File: src/rtl/spdif_pulse_classifier_if.sv
// spdif_pulse_classifier_if: line input and classified-symbol outputs of the pulse classifier.
interface spdif_pulse_classifier_if #(
  parameter int CNT_W = 8
);
  logic             spdif_i;
  logic [1:0]       sym_o;
  logic             sym_vld_o;
  logic             err_o;
  logic             locked_o;
  logic [CNT_W-1:0] unit_o;
  modport master (input spdif_i, output sym_o, sym_vld_o, err_o, locked_o, unit_o);
  modport slave (output spdif_i, input sym_o, sym_vld_o, err_o, locked_o, unit_o);
endinterface

File: src/rtl/spdif_pulse_classifier.sv
// spdif_pulse_classifier: measures biphase-mark pulse widths, self-calibrates the unit T and classifies widths as 1T/2T/3T.
module spdif_pulse_classifier #(
  parameter int CNT_W        = 8,
  parameter int SYNC_STAGES  = 3,
  parameter int CAL_EDGES    = 64,
  parameter int MIN_UNIT     = 2,
  parameter int LOCK_ERR_MAX = 4
) (
  input logic clk_i,
  input logic rst_i,
  spdif_pulse_classifier_if.master bus
);
  localparam int EW = $clog2(CAL_EDGES + 1);
  localparam int RW = $clog2(LOCK_ERR_MAX + 1);
  localparam int BW = CNT_W + 2;
  typedef enum logic {CAL, LOCKED} state_t;
  state_t state, state_nxt;
  logic [SYNC_STAGES-1:0] sync;
  logic strobe, first, meas, sat, win_done, lock_ok, lose;
  logic is_s, is_m, is_l, is_err;
  logic [CNT_W-1:0] cnt, min_w, min_nxt;
  logic [EW-1:0] edge_cnt;
  logic [RW-1:0] err_run;
  logic [BW-1:0] t, h, b0, b1, b2, b3, wx;
  assign meas     = strobe && !first;
  assign sat      = &cnt;
  assign min_nxt  = (cnt < min_w) ? cnt : min_w;
  assign win_done = (state == CAL) && meas && (edge_cnt == EW'(CAL_EDGES - 1));
  assign lock_ok  = min_nxt >= CNT_W'(MIN_UNIT);
  assign lose     = (state == LOCKED) && (err_run == RW'(LOCK_ERR_MAX));
  // Widened by two bits so 3T+T/2 cannot wrap for any unit value
  assign t  = BW'(bus.unit_o);
  assign h  = t >> 1;
  assign b0 = t - h;
  assign b1 = t + h;
  assign b2 = (t << 1) + h;
  assign b3 = (t << 1) + t + h;
  assign wx = BW'(cnt);
  assign is_s   = (wx >= b0) && (wx < b1);
  assign is_m   = (wx >= b1) && (wx < b2);
  assign is_l   = (wx >= b2) && (wx < b3);
  assign is_err = sat || !(is_s || is_m || is_l);
  assign bus.locked_o = (state == LOCKED);
  always_comb begin
    state_nxt = state;
    if (win_done && lock_ok) state_nxt = LOCKED;
    if (lose) state_nxt = CAL;
  end
  always_ff @(posedge clk_i) begin
    if (rst_i) state <= CAL;
    else state <= state_nxt;
  end
  always_ff @(posedge clk_i) begin
    if (rst_i) begin
      sync          <= '0;
      strobe        <= 1'b0;
      cnt           <= '0;
      first         <= 1'b1;
      min_w         <= '1;
      edge_cnt      <= '0;
      err_run       <= '0;
      bus.unit_o    <= '0;
      bus.sym_o     <= 2'd0;
      bus.sym_vld_o <= 1'b0;
      bus.err_o     <= 1'b0;
    end else begin
      sync          <= {sync[SYNC_STAGES-2:0], bus.spdif_i};
      strobe        <= sync[SYNC_STAGES-1] ^ sync[SYNC_STAGES-2];
      cnt           <= strobe ? CNT_W'(1) : sat ? cnt : cnt + 1'b1;
      bus.sym_vld_o <= 1'b0;
      bus.err_o     <= 1'b0;
      if (strobe) first <= 1'b0;
      if (lose) begin
        first    <= 1'b1;
        min_w    <= '1;
        edge_cnt <= '0;
        err_run  <= '0;
      end else if (state == CAL && meas) begin
        min_w    <= win_done ? '1 : min_nxt;
        edge_cnt <= win_done ? '0 : edge_cnt + 1'b1;
        if (win_done && lock_ok) begin
          bus.unit_o <= min_nxt;
          err_run    <= '0;
        end
      end else if (state == LOCKED && meas) begin
        bus.sym_vld_o <= !is_err;
        bus.err_o     <= is_err;
        if (!is_err) bus.sym_o <= is_s ? 2'd0 : is_m ? 2'd1 : 2'd2;
        err_run <= is_err ? err_run + 1'b1 : '0;
      end
    end
  end
endmodule

File: src/flat_wrapper.sv
// flat-port wrapper written by rule: the top's interface ports become plain ports
module spdif_pulse_classifier_flat 
#(
  parameter int CNT_W        = 8,
  parameter int SYNC_STAGES  = 3,
  parameter int CAL_EDGES    = 64,
  parameter int MIN_UNIT     = 2,
  parameter int LOCK_ERR_MAX = 4
)
  (clk_i, rst_i, bus_spdif_i, bus_sym_o, bus_sym_vld_o, bus_err_o, bus_locked_o, bus_unit_o);
  spdif_pulse_classifier_if #(.CNT_W(CNT_W)) bus_i ();
  input logic clk_i;
  input logic rst_i;
  input wire logic [$bits(bus_i.spdif_i)-1:0] bus_spdif_i;
  output wire logic [$bits(bus_i.sym_o)-1:0] bus_sym_o;
  output wire logic [$bits(bus_i.sym_vld_o)-1:0] bus_sym_vld_o;
  output wire logic [$bits(bus_i.err_o)-1:0] bus_err_o;
  output wire logic [$bits(bus_i.locked_o)-1:0] bus_locked_o;
  output wire logic [$bits(bus_i.unit_o)-1:0] bus_unit_o;
  assign bus_i.spdif_i = bus_spdif_i;
  assign bus_sym_o = bus_i.sym_o;
  assign bus_sym_vld_o = bus_i.sym_vld_o;
  assign bus_err_o = bus_i.err_o;
  assign bus_locked_o = bus_i.locked_o;
  assign bus_unit_o = bus_i.unit_o;
  spdif_pulse_classifier #(.CNT_W(CNT_W), .SYNC_STAGES(SYNC_STAGES), .CAL_EDGES(CAL_EDGES), .MIN_UNIT(MIN_UNIT), .LOCK_ERR_MAX(LOCK_ERR_MAX)) u_core (.clk_i(clk_i), .rst_i(rst_i), .bus(bus_i));
endmodule
File: config.mk
export PLATFORM = sky130hd
export DESIGN_NAME = spdif_pulse_classifier_flat
export DESIGN_NICKNAME = d
export VERILOG_FILES = /design/src/rtl/spdif_pulse_classifier_if.sv /design/src/rtl/spdif_pulse_classifier.sv /design/src/flat_wrapper.sv
export SDC_FILE = /design/constraint.sdc
export NUM_CORES = 1
export LEC_CHECK = 0
export CORE_UTILIZATION = 60
export CTS_CLUSTER_SIZE = 28
export DETAILED_ROUTE_END_ITERATION = 8
export PLACE_DENSITY_LB_ADDON = 0.25
export SLEW_MARGIN = 20
export SYNTH_ARGS = -nofsm -noshare
export SYNTH_HDL_FRONTEND = slang
export SYNTH_SLANG_ARGS = --single-unit
File: constraint.sdc
create_clock -name clk_i -period 4.6 [get_ports clk_i]
set_input_delay 0.69 -clock clk_i [delete_from_list [all_inputs] [get_ports clk_i]]
set_output_delay 0.69 -clock clk_i [all_outputs]
set_load 0.05 [all_outputs]
# ---- Word-level counts from Yosys, hierarchy flattened
# Cells that the tools add are included.
dict set report totals {
  wordCells 73
  input_bits 3
  ff_bits 44
  out_inout_bits 13
}
dict set report classes {
  add_sub_neg 8
  n_lt_le_gt_ge 8
  eq_ne 4
  bitwise 6
  mux 11
  n_reduce_logical 23
}
# op n
set op_table {}
lappend op_table {{$ge 8x10->1} 2}
lappend op_table {{$lt 8x10->1} 2}
lappend op_table {{$mux 8} 2}
lappend op_table {{$mux 3} 4}
lappend op_table {{$add 10x7->10} 1}
lappend op_table {{$add 9x7->10} 1}
lappend op_table {{$add 9x8->10} 1}
lappend op_table {{$add 8x7->9} 1}
lappend op_table {{$ge 8x9->1} 1}
lappend op_table {{$logic_and 1x1->1} 9}
lappend op_table {{$lt 8x9->1} 1}
lappend op_table {{$sub 8x7->9} 1}
lappend op_table {{$add 8x1->8 const B} 1}
lappend op_table {{$ge 8x2->1 const B} 1}
lappend op_table {{$lt 8x8->1} 1}
lappend op_table {{$reduce_and 8->1} 1}
lappend op_table {{$add 7x1->7 const B} 1}
lappend op_table {{$eq 7x6->1 const B} 1}
lappend op_table {{$mux 7} 1}
lappend op_table {{$not 1->1} 5}
lappend op_table {{$mux 2} 2}
lappend op_table {{$ne 2x1->1 const B} 2}
lappend op_table {{$reduce_and 4->1} 1}
lappend op_table {{$reduce_or 2->1} 2}
lappend op_table {{other kinds (10)} 15}

# ---- Longest topological paths before layout
# Gate-level depths: netlist of run 1.
dict set report logic_depth {
  word_depth 10
  mapped_depth 19
  depth_no_buf 19
}

# ---- Worst setup path after synthesis of run 1
# OpenSTA, ideal clock, no wires.
dict set report synth_path {
  path_type {flip-flop to flip-flop}
  startpoint {register u_core.bus.unit_o[1]}
  endpoint {register u_core.bus.sym_o[0]}
  n_path_buf 0
  synth_period_minus_slack_ns 4.188
  arrival_ns 4.117
  setup_time_ns 0.071
  setup_slack_ns 0.412
  required_ns 4.529
  path_stages_with_launch 18
  cell_sequence {dfxtp_1 > fa_1 > ha_1 > inv_1 > fa_1 > nor2b_1 > o31a_1 > o21ai_0 > nand2b_1 > xnor2_1 > ha_1 > o21ai_0 > a21oi_1 > a21o_1 > a211oi_4 > o21ai_2 > or4_1 > a21oi_1}
}
dict set report synth_between {
  elab_chain_cells 9
  elab_cells_between_ends 22
}
# element line_no
set synth_lines {}
lappend synth_lines {{from (decl)} spdif_pulse_classifier_if.sv:11} ;# modport master (input spdif_i, output sym_o, sym_vld_o, err_o, locked_o, unit_o);
lappend synth_lines {{from (signal assigned)} spdif_pulse_classifier.sv:82} ;# bus.unit_o <= min_nxt;
lappend synth_lines {{$add 9x8->10, or another cell as far along} spdif_pulse_classifier.sv:37} ;# assign b3 = (t << 1) + t + h;
lappend synth_lines {{$add 10x7->10, or another cell as far along} spdif_pulse_classifier.sv:37}
lappend synth_lines {{$lt 8x10->1, or another cell as far along} spdif_pulse_classifier.sv:41} ;# assign is_l = (wx >= b2) && (wx < b3);
lappend synth_lines {{$logic_and 1x1->1 or $logic_or 1x1->1 (tied branches)} {spdif_pulse_classifier.sv:41, spdif_pulse_classifier.sv:42}}
lappend synth_lines {{$logic_or 1x1->1} spdif_pulse_classifier.sv:42} ;# assign is_err = sat || !(is_s || is_m || is_l);
lappend synth_lines {{$logic_not 1->1} spdif_pulse_classifier.sv:42}
lappend synth_lines {{$logic_or 1x1->1} spdif_pulse_classifier.sv:42}
lappend synth_lines {{$not 1->1 (no source line)} n/a}
lappend synth_lines {{$reduce_and 4->1 (no source line)} n/a}
lappend synth_lines {{to (signal assigned)} spdif_pulse_classifier.sv:88} ;# if (!is_err) bus.sym_o <= is_s ? 2'd0 : is_m ? 2'd1 : 2'd2;
lappend synth_lines {{to (decl)} spdif_pulse_classifier_if.sv:11}
# Several ways; a longest one is shown, not always the timed one.
# A chain may end at the register's enable or synchronous reset.

# ---- Worst setup path after layout of run 1
dict set report layout_path {
  startpoint {register u_core.bus.unit_o[2]}
  endpoint {register u_core.bus.sym_o[0]}
}
# The elaborated chain is that of the path after synthesis.

==> results by stage, run 1 <==
Outcome:
- The run finished with clean final reports.

Placement:
- Routability-driven placement finished with a final weighted congestion of 0.849.
- Input and output buffers added on the ports amount to 15.
- Detailed placement ended at an HPWL of 7.72 mm.
- The area of placed instances is 4410 um2.

Synth:
- The number of different library cells in the post-synthesis netlist is 58.
- In the synthesized netlist, the number of instances is about 510.
- Of the total synthesized cell area, the portion taken by XOR and XNOR cells is between 5 and 6%.
- Of the total synthesized cell area, the portion taken by AND, OR, NAND and NOR gates is 18.6%.
- The dominant register cell in the synthesized netlist is sky130_fd_sc_hd__dfxtp_1.
- Counting flops with a built-in enable in the synthesized netlist gives 0.
- After synthesis, the largest family of logic cells by area is adder cells.
- Summing the areas of all compound-gate instances in the mapped netlist gives 20.4% of the synthesized area.
- Synthesis produced a netlist with a net count of 594.
- The sequential fraction of the synthesis area is between 20% and 30%.
- The cell area after synthesis is 4140 um2.
- Of all flip-flops after synthesis, the portion carrying an async set or reset was 0%.
- Summing the areas of all fa, ha and maj instances in the mapped netlist gives a little over a quarter of the synthesized area.
- The proportion of synthesized area in mux cells is less than 1%.
- The number of synthesized register bits is 44.
- During synthesis, Yosys emitted a total of 0 warnings.
- Averaged over all synthesized cells, the footprint is 8.17 um2.

Die:
- The die outline width is 85.1 um.
- 16 I/O pins were placed.
- The floorplan has 29 rows.
- In this run the standard cell core region covers 6490 um2.
- The overall die area is 7240 um2.
- Measured along the y axis, the die boundary spans around 85 um.
- The initial utilization of the core area, before any placement, comes to 63.7%.

Global routing:
- The global routing met2 resource utilization is 49.9%.
- In the global route stage, met3 resource usage came out at 4.38%.
- The number of antenna violations at the first check in global routing was 0.
- The number of global-route vias before repair is around 3800.
- For met1 alone, demand over resource in global routing was 36.7%.
- The total congestion overflow after global routing is 0.
- The first-pass GRT wire length is 17.1 mm.
- The overall fraction of global-route tracks in use is 29.6%.
- The layer flagged by global routing as most heavily used is met2.
- The largest net degree at the start of global routing is 24.

Setup path:
- The number of buffers and inverters on the critical path is 2.
- Along the worst path, the maximum fanout reaches 12.
- The data required time of the critical path is between 4 and 5 ns.
- On the critical path, the stage with the largest delay is an instance of sky130_fd_sc_hd__dfxtp_2.
- The worst setup path is captured at a flip-flop.
- The worst setup path is launched from a flip-flop.
- The critical path's top delay family is compound AO/OA/AOI/OAI gates.
- The most frequent cell on the critical path is sky130_fd_sc_hd__a21oi_1.
- Data on the critical path arrives at its endpoint at 4.48 ns.
- Walking the worst path, the cells encountered are inv_1 -> ha_1 -> inv_1 -> a21oi_1 -> o21a_1 -> o21ai_0 -> a21oi_1 -> o21bai_1 -> a21oi_1 -> xnor2_1 -> ha_1 -> a22o_1 -> nor4_1 -> o2bb2ai_1 -> o21ai_0 -> o22ai_1 -> o21ai_2 -> or4_1 -> a21oi_1.
- By startpoint and endpoint, the worst setup path is classified as flip-flop to flip-flop.
- The delay contributed by the slowest stage of the critical path is 0.52 ns.

STA:
- The transition time of the tightest slew-check pin is slightly above 1 ns.
- The worst path needs 4.26 ns of the cycle, external delays included.
- The max-slew violation count came to 0.
- In this run the tightest slew margin relative to its limit is 31.1%.
- The total negative slack is 0 ns.
- The final setup violation count is 0.
- Static timing analysis puts the maximum clock frequency at 235 MHz.
- The number of hold violations in the final report is 0.
- The final period utilization is 92.6%.
- The worst setup skew after layout is 0.00644 ns.
- Setup repair after global routing left no endpoint under its margin.

Power and ir drop:
- The internal power is ~0.60 mW.
- Net switching is between 20% and 30% of the power.
- The leakage power figure is 1.99 nW.
- In this run, the combinational gates consume 11.4% of the power.
- In this run, the clock network consumes around two fifths of the power.
- VDD sags by at most ~0.17 mV.
- The analysis attributes to net switching a power of 0.198 mW.
- Registers are responsible for 48.8% of the overall power.
- The total power density per cell area is 177 nW/um2.

Clocking:
- Clock tree synthesis selected as its root buffer the cell sky130_fd_sc_hd__clkbuf_8.
- In this run the number of H-tree levels came out at 2.
- The clock latency of the later-clocked register in the worst-skew pair is 0.31 ns.
- After clock tree synthesis, the flow added hold-fix buffers numbering 0.
- The clock drives 44 sinks.
- After clock tree synthesis, the clock-pin slew on the worst setup and hold paths is 0.09 ns.
- TritonCTS created 5 clock buffers.
- The worst-case clock buffer depth is 2.
- TritonCTS built the clock tree.

Final layout:
- The total area of multi-input combinational cells is 3040 um2.
- The design area is 4530 um2.
- In the final layout, flip-flops and latches occupy 883 um2.
- The area added between synthesis and finish is 9.43%.
- The filler cell count is between 500 and 600.
- The post-route netlist has 5.69% of its cells at a drive strength greater than 1.
- The number of inserted diodes is 0.
- The final layout net count is 613.

Route:
- After detailed routing, the average wire length per cell comes to between 15 and 20 um.
- The detailed router finished its first iteration with slightly below 200 violations.
- The mean number of vias per cell is ~6.3.
- The remaining routing DRC violations is 0.
- The post-detailed-route count of antenna-violating nets is 0.
- Across all layers, the routed design uses 3808 vias.
- The number of iterations in the first detailed-routing pass is 4.
- Summed over all layers, the routed wires come to 10.2 mm.

Hold path:
- The path category of the worst min-delay check is flip-flop to flip-flop.

Flow run:
- Max-cap violations in this run came to 0.
-- power groups by stage --
stage | logic, mW | registers (mW) | clock network [mW]
2_1_floorplan | 0.0628 | 0.399 | 0
3_3_place_gp | 0.0844 | 0.399 | 0
3_5_place_dp | 0.0875 | 0.399 | 0
4_1_cts | 0.0888 | 0.390 | 0.319
5_1_grt | 0.101 | 0.391 | 0.335
6_report | 0.0913 | 0.390 | 0.319
-- worst reg2reg max path: stages (launching register included) --
cell and delay [ns]:
sky130_fd_sc_hd__dfxtp_2 0.52, sky130_fd_sc_hd__inv_1 0.14, sky130_fd_sc_hd__ha_1 0.31, sky130_fd_sc_hd__inv_1 0.04, sky130_fd_sc_hd__a21oi_1 0.12, sky130_fd_sc_hd__o21a_1 0.16
sky130_fd_sc_hd__o21ai_0 0.08, sky130_fd_sc_hd__a21oi_1 0.23, sky130_fd_sc_hd__o21bai_1 0.09, sky130_fd_sc_hd__a21oi_1 0.18, sky130_fd_sc_hd__xnor2_1 0.14, sky130_fd_sc_hd__ha_1 0.28
sky130_fd_sc_hd__a22o_1 0.23, sky130_fd_sc_hd__nor4_1 0.31, sky130_fd_sc_hd__o2bb2ai_1 0.20, sky130_fd_sc_hd__o21ai_0 0.15, sky130_fd_sc_hd__o22ai_1 0.26, sky130_fd_sc_hd__o21ai_2 0.12
sky130_fd_sc_hd__or4_1 0.47, sky130_fd_sc_hd__a21oi_1 0.14
-- metrics by stage --
| stage | cells | utilization, % | power [mW] | hold slack, ns | setup WS, ns |
|---|---|---|---|---|---|
| after floorplan | 507 | - | 0.462 | 0.414 | 0.412 |
| after global placement | 596 | 67.8 | 0.483 | 0.429 | 0.504 |
| after detailed placement | 596 | 67.8 | 0.487 | 0.448 | 0.288 |
| after CTS | 604 | 69.7 | 0.798 | 0.460 | 0.243 |
| after global routing | 604 | 69.8 | 0.827 | 0.481 | 0.0574 |
| final | 604 | 69.8 | 0.800 | 0.456 | 0.342 |
-- timing repair --
| action | 4_1_cts | 5_1_grt |
|---|---|---|
| setup buffers | 0 | 0 |
| gates resized for setup | 0 | 2 |
| hold endpoints to repair | 0 | 0 |
| endpoints found under the setup margin | 0 | 4 |
-- routing by layer --
layer / routed length [um] / up-vias / part of all wire, %
li1: - / 1841 / -
met1: 4480 / 1791 / 44
met2: 4850 / 143 / 47
met3: 563 / 33 / 5.5
met4: 323 / 0 / 3.2
met5: 0 / - / 0
-- logic make-up after synthesis --
group | Yosys count
and+or+nand+nor | 159
AOI/OAI and AO/OA | 131
adders and majority gates | 84
buffers and inverters | 57
DFF | 44
xor gates and xnor gates | 28
muxes | 4
-- cells in the final DEF, fill, tap and decap left out, types with 11 or more instances in the layout --
cell type	synthesis	final
sky130_fd_sc_hd__nor3_1	11	11
sky130_fd_sc_hd__dfxtp_1	44	42
sky130_fd_sc_hd__buf_4	1	11
sky130_fd_sc_hd__clkdlybuf4s50_1	0	15
sky130_fd_sc_hd__nor2_1	50	50
sky130_fd_sc_hd__xnor2_1	19	19
sky130_fd_sc_hd__fa_1	11	11
sky130_fd_sc_hd__a21oi_1	51	51
sky130_fd_sc_hd__o21ai_0	27	27
sky130_fd_sc_hd__inv_1	43	43
sky130_fd_sc_hd__nand3_1	20	20
sky130_fd_sc_hd__ha_1	73	73
sky130_fd_sc_hd__nor2b_1	12	12
sky130_fd_sc_hd__nand2_1	32	32
-- state kept, by name, indices dropped and copies added, names as in the netlist --
signal	flops
u_core.err_run	3
u_core.strobe	1
u_core.bus.unit_o	8
u_core.bus.err_o	1
u_core.first	1
u_core.bus.locked_o	1
u_core.cnt	8
u_core.min_w	8
u_core.bus.sym_vld_o	1
u_core.sync	3
u_core.edge_cnt	7
u_core.bus.sym_o	2
-- cell type report --
cell class	count	share of cell area (%)
multi-input cells	406	67.0
flip-flops and latches	44	19.5
repair buffers	26	5.14
inverters	43	3.56
well taps	77	2.13
clock buffers	6	1.82
clock inverters	2	0.856
-- synthesized netlist by cell type (all sizes together), types with 5 or more instances --
master   n  area (um2)
dfxtp   44         881
o21ai   28         144
nor3    11        55.1
nor2    50         188
xnor2   19         166
clkbuf   8        30.0
nand4    9        56.3
nand3   20         100
a211oi   5        55.1
nor2b   12        75.1
nand2b   6        37.5
buf      6        32.5
a21o     5        37.5
fa      11         220
nor4     6        37.5
and3     6        37.5
nand2   32         120
xor2     9        78.8
ha      73         913
inv     43         161
a21oi   51         255
-- final timing paths --
check / slack [ns] / cells after the start / from / to
worst min-delay path: 0.46 / 2 / u_core.bus.sym_o[0] / u_core.bus.sym_o[0]
worst max register to register: 0.34 / 19 / u_core.bus.unit_o[2] / u_core.bus.sym_o[0]
worst max-delay path: 0.34 / 19 / u_core.bus.unit_o[2] / u_core.bus.sym_o[0]
worst min register to register: 0.46 / 2 / u_core.bus.sym_o[0] / u_core.bus.sym_o[0]
(Power assumes the default switching activity.)
==> run 2: changes to the inputs <==
--- a/config.mk
+++ b/config.mk
@@ -8,8 +8,9 @@
 export CORE_UTILIZATION = 60
 export CTS_CLUSTER_SIZE = 28
 export DETAILED_ROUTE_END_ITERATION = 8
+export MAX_ROUTING_LAYER = met4
 export PLACE_DENSITY_LB_ADDON = 0.25
-export SLEW_MARGIN = 20
+export SLEW_MARGIN = 30
 export SYNTH_ARGS = -nofsm -noshare
 export SYNTH_HDL_FRONTEND = slang
 export SYNTH_SLANG_ARGS = --single-unit
==> run 2 against run 1 <==
Effect of this change:
- flip-flop and latch count did not move
- clock skew rose by 0.0011 ns
- sequential power barely moved
- sequential share of layout area barely moved
==> results by stage, run 2 (synthesis results as in run 1) <==
Setup path:
- The data required time of the critical path is 4.82 ns.
- The most frequent cell on the critical path is sky130_fd_sc_hd__a21oi_1.
- The slowest stage of the critical path is the sky130_fd_sc_hd__dfxtp_1 cell.
- The delay contributed by the slowest stage of the critical path is 0.69 ns.
- Walking the worst path, the cells encountered are inv_1 -> ha_1 -> o21ai_0 -> a21oi_1 -> o21bai_1 -> a21oi_1 -> xnor2_1 -> ha_1 -> a22o_1 -> nor4_1 -> o2bb2ai_1 -> o21ai_0 -> o22ai_1 -> o21ai_2 -> or4_1 -> a21oi_1.
- The worst setup path is captured at a flip-flop.
- Together, buffers and inverters on the worst path number 1.
- The signal arrival time at the worst endpoint is 4.44 ns.
- The classification of the worst setup path is flip-flop to flip-flop.
- The type of origin of the critical path is a flip-flop.
- The kind of cell with the highest combined delay along the critical path is compound AO/OA/AOI/OAI gates.
- Of all nets on the critical path, the largest fanout is 11.

Placement:
- Summing all placed instances gives a cell area of between 4000 and 5000 um2.
- Timing analysis after detailed placement gives a worst setup slack of 0.288 ns.
- In this run the tool buffered the top-level ports with 15 buffer cells.
- Detailed placement finished with a half-perimeter wire length of just under 8 mm.
- Including well taps, the total number of placed cells is around 600.
- The placer congestion estimate is 0.862.

Hold path:
- The path category of the worst min-delay check is flip-flop to flip-flop.

Clocking:
- The cell chosen for the clock root is sky130_fd_sc_hd__clkbuf_8.
- Clock-pin slew was measured on the worst setup and hold paths at 0.09 ns.
- TritonCTS built the clock tree.
- The H-tree was split into 2 levels.
- The clock passes through at most 2 buffers.
- Counting the buffers created by CTS gives 5.
- The clock sink count is 44.
- The clock latency of the later-clocked register in the worst-skew pair is just over 0.3 ns.
- The total of hold buffers inserted after clock tree synthesis is 0.

Die:
- The count of boundary I/O pins is 16.
- The floorplan step set the die width to 85.1 um.
- The initialized floorplan defines 29 standard-cell rows.
- The floorplan step set the die height to 85.1 um.
- The total core area is 6490 um2.
- The die covers 7240 um2.
- The initial core utilization is 63.7%.

Route:
- The remaining routing DRC violations is 0.
- Dividing the detail-routed wire length by the instance count gives between 15 and 20 um.
- Using the TritonRoute via totals, the vias-per-cell ratio works out to 6.29.
- The number of iterations in the first detailed-routing pass is 5.
- The via count is 3802.
- The total wire length is 10.2 mm.
- Once detail routing completed, the nets flagged for antenna violations numbered 0.
- For this block, the initial DRC count from the detailed router was 222.

Final layout:
- From synthesis to final layout, the design area changed by 9.52%.
- The final core utilization is 69.8%.
- The largest registers in the layout are u_core.bus.unit_o: 8 flops, u_core.cnt: 8 flops, u_core.min_w: 8 flops.
- The multi-input combinational cells in the finished layout cover a total of 3040 um2.
- The library cells used most frequently in the layout, excluding fill and tap cells, are sky130_fd_sc_hd__ha_1, sky130_fd_sc_hd__a21oi_1, sky130_fd_sc_hd__nor2_1.
- The layout has 541 filler cells.
- Registers take 883 um2.
- For this run, the post-layout net count is 613.
- 0 antenna diodes ended up in the layout.
- After the flow finishes, the layout carries non-filler instances totaling 604.
- The design area is 4530 um2.
- The most frequent standard cell in the layout excluding fill and tap cells is sky130_fd_sc_hd__ha_1.
- Cells with a size suffix above 1 make up roughly 5.9% of the layout.

STA:
- The fmax is 237 MHz.
- The minimum clock period is ~4.2 ns.
- The final setup violation count is 0.
- The final critical path takes up 91.6% of the cycle.
- For the pin with the worst max-slew slack, the measured transition is 0.870 ns.
- Summed over all failing endpoints, the final setup total negative slack is 0 ns.
- The worst setup skew after layout is between 0.007 and 0.008 ns.
- After layout, the worst setup slack is 0.386 ns.
- The worst-case hold slack is 0.456 ns.
- The max-slew violation count came to 0.
- The number of hold violations in the final report came to 0.
- Setup repair after global routing left no endpoint under its margin.
- Headroom to the max-slew limit came out at 42.0%.

Global routing:
- Summed over all layers, the global routing overflow is 0.
- The number of global-route vias before repair is between 3000 and 4000.
- The overall fraction of global-route tracks in use is 30.6%.
- Entering global routing, the biggest net connects 24 pins.
- The first global-routing pass estimated 17.2 mm of wire.
- The number of antenna violations at the first check in global routing came to 0.

Power and ir drop:
- Dividing total power by cell area gives a power density of between 150 and 200 nW/um2.
- For this design the static power due to leakage is 1.99 nW.
- VDD sags by at most 0.172 mV.
- The completed layout was analyzed and its total power is 0.799 mW.

Flow run:
- The max capacitance violation total is 0.

Outcome:
- The run finished with clean final reports.
==> run 2: changes by cell type in the layout (fill, tap and decap cells not counted) <==
cell and change:
sky130_fd_sc_hd__a21oi_1 -1, sky130_fd_sc_hd__a21oi_2 +1
==> run 2: metal layers <==
layer	global-route usage, %	share of wire, %	routed length (um)
met5	-	0	0
met4	14.5	3.3	333
met2	50.1	47	4840
met3	4.38	6.4	657
met1	37.3	43	4380
==> run 2: cell type report <==
type | count | area share, %
flip-flops and latches | 44 | 19.5
inverters | 43 | 3.56
well taps | 77 | 2.12
clock inverters | 2 | 0.855
multi-input cells | 406 | 67.0
repair buffers | 26 | 5.13
clock buffers | 6 | 1.82
==> run 2: power breakdown <==
group          leakage (nW)  internal [mW]  switching (mW)
logic                  1.57         0.0389          0.0521
registers             0.357          0.385         0.00493
clock network        0.0614          0.178           0.140
total                  1.99          0.602           0.197
==> run 2: worst reg2reg max path, stage by stage, from the launching register on <==
cell	delay, ns
sky130_fd_sc_hd__dfxtp_1	0.69
sky130_fd_sc_hd__inv_1	0.10
sky130_fd_sc_hd__ha_1	0.45
sky130_fd_sc_hd__o21ai_0	0.13
sky130_fd_sc_hd__a21oi_1	0.23
sky130_fd_sc_hd__o21bai_1	0.09
sky130_fd_sc_hd__a21oi_1	0.18
sky130_fd_sc_hd__xnor2_1	0.14
sky130_fd_sc_hd__ha_1	0.28
sky130_fd_sc_hd__a22o_1	0.22
sky130_fd_sc_hd__nor4_1	0.29
sky130_fd_sc_hd__o2bb2ai_1	0.19
sky130_fd_sc_hd__o21ai_0	0.13
sky130_fd_sc_hd__o22ai_1	0.26
sky130_fd_sc_hd__o21ai_2	0.12
sky130_fd_sc_hd__or4_1	0.47
sky130_fd_sc_hd__a21oi_1	0.14
==> run 2: path summary, 6_finish.rpt <==
kind	start	end	slack [ns]	cells past startpoint
worst min register to register	u_core.bus.sym_o[0]	u_core.bus.sym_o[0]	0.46	2
worst max register to register	u_core.bus.unit_o[4]	u_core.bus.sym_o[0]	0.39	16
worst max-delay path	u_core.bus.unit_o[4]	u_core.bus.sym_o[0]	0.39	16
worst min-delay path	u_core.bus.sym_o[0]	u_core.bus.sym_o[0]	0.46	2
==> run 2: timing repair <==
action,CTS,global route
resized for setup,0,2
endpoints found under the setup margin,0,4
buffers inserted,0,0
